**src/rtl/clk_div_1p5.sv**
```systemverilog
// Divide-by-1.5 clock source: output period is three half-periods of clk,
// high for one half-period. Rising- and falling-edge mod-3 phases are ANDed.
module clk_div_1p5 (
    input  logic clk,
    input  logic rst,
    output logic clk_out
);

    logic [1:0] r_cnt_rise;
    logic [1:0] r_cnt_fall;
    logic       r_rst_q;
    logic       r_ph_rise;
    logic       r_ph_fall;

    // After rising edge R_n, r_ph_rise = (n mod 3 != 2); cleared in reset so clk_out drops at once.
    always_ff @(posedge clk) begin
        if (rst) begin
            r_rst_q    <= 1'b1;
            r_cnt_rise <= 2'd0;
            r_ph_rise  <= 1'b0;
        end else begin
            r_rst_q    <= 1'b0;
            r_cnt_rise <= (r_cnt_rise == 2'd2) ? 2'd0 : r_cnt_rise + 2'd1;
            r_ph_rise  <= (r_cnt_rise != 2'd2);
        end
    end

    // After falling edge F_n, r_ph_fall = (n mod 3 != 0); preset in reset so R0 can raise clk_out.
    always_ff @(negedge clk) begin
        if (r_rst_q) begin
            r_cnt_fall <= 2'd0;
            r_ph_fall  <= 1'b1;
        end else begin
            r_cnt_fall <= (r_cnt_fall == 2'd2) ? 2'd0 : r_cnt_fall + 2'd1;
            r_ph_fall  <= (r_cnt_fall != 2'd0);
        end
    end

    // Each clk edge moves at most one AND input, so the output cannot glitch.
    assign clk_out = r_ph_rise & r_ph_fall;

endmodule

```
**config.mk**
```make
export PLATFORM = sky130hd
export DESIGN_NAME = clk_div_1p5
export DESIGN_NICKNAME = d
export VERILOG_FILES = /design/src/rtl/clk_div_1p5.sv
export SDC_FILE = /design/constraint.sdc
export NUM_CORES = 1
export LEC_CHECK = 0
export ABC_AREA = 1
export BUFFER_PORTS_ARGS = -buffer_cell sky130_fd_sc_hd__buf_2
export CAP_MARGIN = 20
export CORE_AREA = 2 2 39 41
export CTS_BUF_LIST = sky130_fd_sc_hd__clkbuf_16
export CTS_CLUSTER_SIZE = 16
export DETAILED_ROUTE_END_ITERATION = 7
export DIE_AREA = 0 0 41 43
export GPL_TIMING_DRIVEN = 0
export PLACE_DENSITY_LB_ADDON = 0.1
export SLEW_MARGIN = 40
export SYNTH_ARGS = -nofsm -noshare
export SYNTH_HDL_FRONTEND = slang
export SYNTH_SLANG_ARGS = --single-unit
export TNS_END_PERCENT = 20
```
**constraint.sdc**
```tcl
create_clock -name clk -period 1.22 [get_ports clk]
set_clock_uncertainty 0.15 [all_clocks]
set_input_delay 0.061 -clock clk [delete_from_list [all_inputs] [get_ports clk]]
set_output_delay 0.061 -clock clk [all_outputs]
set_load 0.03 [all_outputs]
```
==> impl_results.md <==
* WP buf/inv at 2
* Crit path arrival time at 1.43 ns
* # clock sinks at 7
* Ports at 3
* Unrepaired setup endpoints after global routing: true
* Initial antenna violation count at 0
* Worst hold slack at 0.257 ns
* Clock power share at 0.600
* R2r startpoint: r_rst_q
* Layout cells sized above 1 at 0.316
* Worst R2R Setup Slack at 0 ns
* Endpoint, Worst Hold: r_cnt_rise[0]
* Worst path max stage delay at 0.31 ns
* Worst slack, placed at -0.165 ns
* Inst Count DP at 47
* Port Buf Inserts at 2
* DRC viols at 0
* Syn_nets at 34
* Setup crit end kind: primary output
* Final setup viols at 2
* Post-synthesis register bit count at 7
* DRT antenna net count at 0
* Overall Power at 0.971 mW
* VDD IR max at 0.803 mV
* Crit path max-delay cell type: dfxtp_2
* Worst skew pair latency at 0.31 ns
* All-layer global routing usage at 0.0525
* Remaining global-route overflow at 0
* Slew Viols, Final at 0
* Core area at 1380 µm²
* Crit path required time at 1.01 ns
* WL/cell at 6.07 µm
* Failing checks: negative setup slack
* Number of CTS-inserted buffers at 3
* Max-slew headroom at 0.946
* Die area at 1760 µm²
* Final design instance area without fill at 392 µm²
* Pwr per Cell Area at 2480 nW/µm²
* CP Class: reg2out
* Post-Syn Area at 254 µm²
* WHS Path Cells at 1
* CP top delay family: flip-flops
* Hold Crit Class: reg2reg
* Post-DP HPWL at 244 µm
* DRT iter0 DRCs at 0
* Fin nets at 44
* Sequential power share at 0.295
* Non-Filler Instances at 54
* Post-CTS setup buffers at 0
* Placed cell areas at 285 µm²
* Sw frac at 0.222
* Net Sw Power at 0.215 mW
* Pint at 0.755 mW
* Pre-Repair DR Iteration Count at 1
* Via Count at 175
* Final Hold Vio Count at 0
* Synth cell types at 7
* Final core utilization at 0.283
* Max clock buf depth at 2
* Setup WS post-layout at -0.419 ns
* Seq/Total Area, Yosys at 0.552
* Mean post-synth cell area at 8.76 µm²
* Vias in the first global route at 180
* Gate power share at 0.105
* Status: finished with violations
* Worst r2r dst: r_cnt_fall[0]
* Post-route setup TNS at -0.421 ns
* N_diodes at 0
* Crit path max fanout at 1
* Depth of the worst register-to-register path at 3
* GP Congestion at 0.608
* Synth warn at 0
* Worst path cell trace: nand2_2 -> inv_2 -> buf_6
* Worst-margin pin slew at 0.0808 ns
* Die W at 41 µm
* Via density at 3.24
* Initial Util at 0.184
* H-Tree Level Count at 1
* Pin count of the biggest net entering global routing at 5
* Gate count after technology mapping at 29
* P&R area growth vs syn at 54.2%
* CTS tree: yes
* Max Cap Viol at 0
* First-pass GRT wire length at 579 µm
* Startpoint Class: flop
* Clk root buf: clkbuf_16
* WL final at 328 µm
* Row cnt at 14
* Hold Path Origin: r_cnt_rise[0]
* Worst-path clk slew at 0.04 ns
* Leakage at 0.211 nW
* Chip Height at 43 µm
==> cells by family after synthesis <==
kind of cell	count (synthesis)	synth area share
buf+inv	11	0.163
fa+ha+maj	3	0.148
simple gates	8	0.138
flops	7	0.552
==> state kept, by name (all words and copies together), names as in the netlist <==
| signal | flops |
|---|---|
| r_cnt_fall | 2 |
| r_cnt_rise | 2 |
| r_ph_rise | 1 |
| r_ph_fall | 1 |
| r_rst_q | 1 |
==> Yosys cell counts <==
cell / number / area, µm²
dfxtp_1: 7 / 140
ha_1: 3 / 37.5
inv_1: 10 / 37.5
inv_2: 1 / 3.75
nand2_1: 2 / 7.51
nand2_2: 2 / 12.5
nor2_1: 4 / 15.0
==> repair_timing <==
item | CTS | global route
pin swaps | 0 | 1
gates resized for setup | 2 | 2
hold endpoints to repair | 4 | 0
hold buffers | 1 | 0
endpoints found under the setup margin | 3 | 3
==> metal layers <==
layer / vias up / track usage / part of all wire
li1: 96 / - / -
met1: 73 / 0.0392 / 0.40
met2: 4 / 0.0875 / 0.51
met3: 2 / 0.0314 / 0.049
met4: 0 / 0.0400 / 0.040
met5: - / 0 / 0
==> layout make-up <==
type / count / area, µm²
Timing Repair Buffer: 3 / 26.3
Clock buffer: 3 / 75.1
Multi-Input combinational cell: 11 / 75.1
Sequential cell: 7 / 143
Fill cell: 148 / 992
Clock inverter: 4 / 15.0
Inverter: 10 / 37.5
Tap cell: 16 / 20.0
==> worst max-delay path by stage <==
stage                    endpoint  slack, ns  cells after the start       from
global route              clk_out      -0.46                      3  r_ph_fall
finish                    clk_out      -0.42                      3  r_ph_fall
CTS                       clk_out      -0.43                      3  r_ph_fall
detailed placement        clk_out      -0.17                      3  r_ph_fall
floorplan           r_cnt_fall[0]      -0.06                      3    r_rst_q
global placement          clk_out      -0.16                      3  r_ph_fall
==> power groups by stage <==
| stage | sequential [mW] | clock, mW | combinational [mW] |
|---|---|---|---|
| after CTS | 0.285 | 0.594 | 0.104 |
| after floorplan | 0.283 | 0.0205 | 0.0747 |
| final | 0.287 | 0.582 | 0.102 |
| after global routing | 0.292 | 0.613 | 0.120 |
| after detailed placement | 0.287 | 0.0205 | 0.0926 |
| after global placement | 0.285 | 0.0205 | 0.0880 |
==> cells in the final DEF, fill, tap and decap left out <==
cell and instances:
nand2_2 3, nor2_1 4, buf_2 1, buf_6 1, nand2_1 1, inv_2 2
dfxtp_2 2, dfxtp_1 5, clkbuf_16 3, dlygate4sd3_1 1, inv_1 12, ha_1 3
No activity file was read; power rests on OpenSTA's default activity.
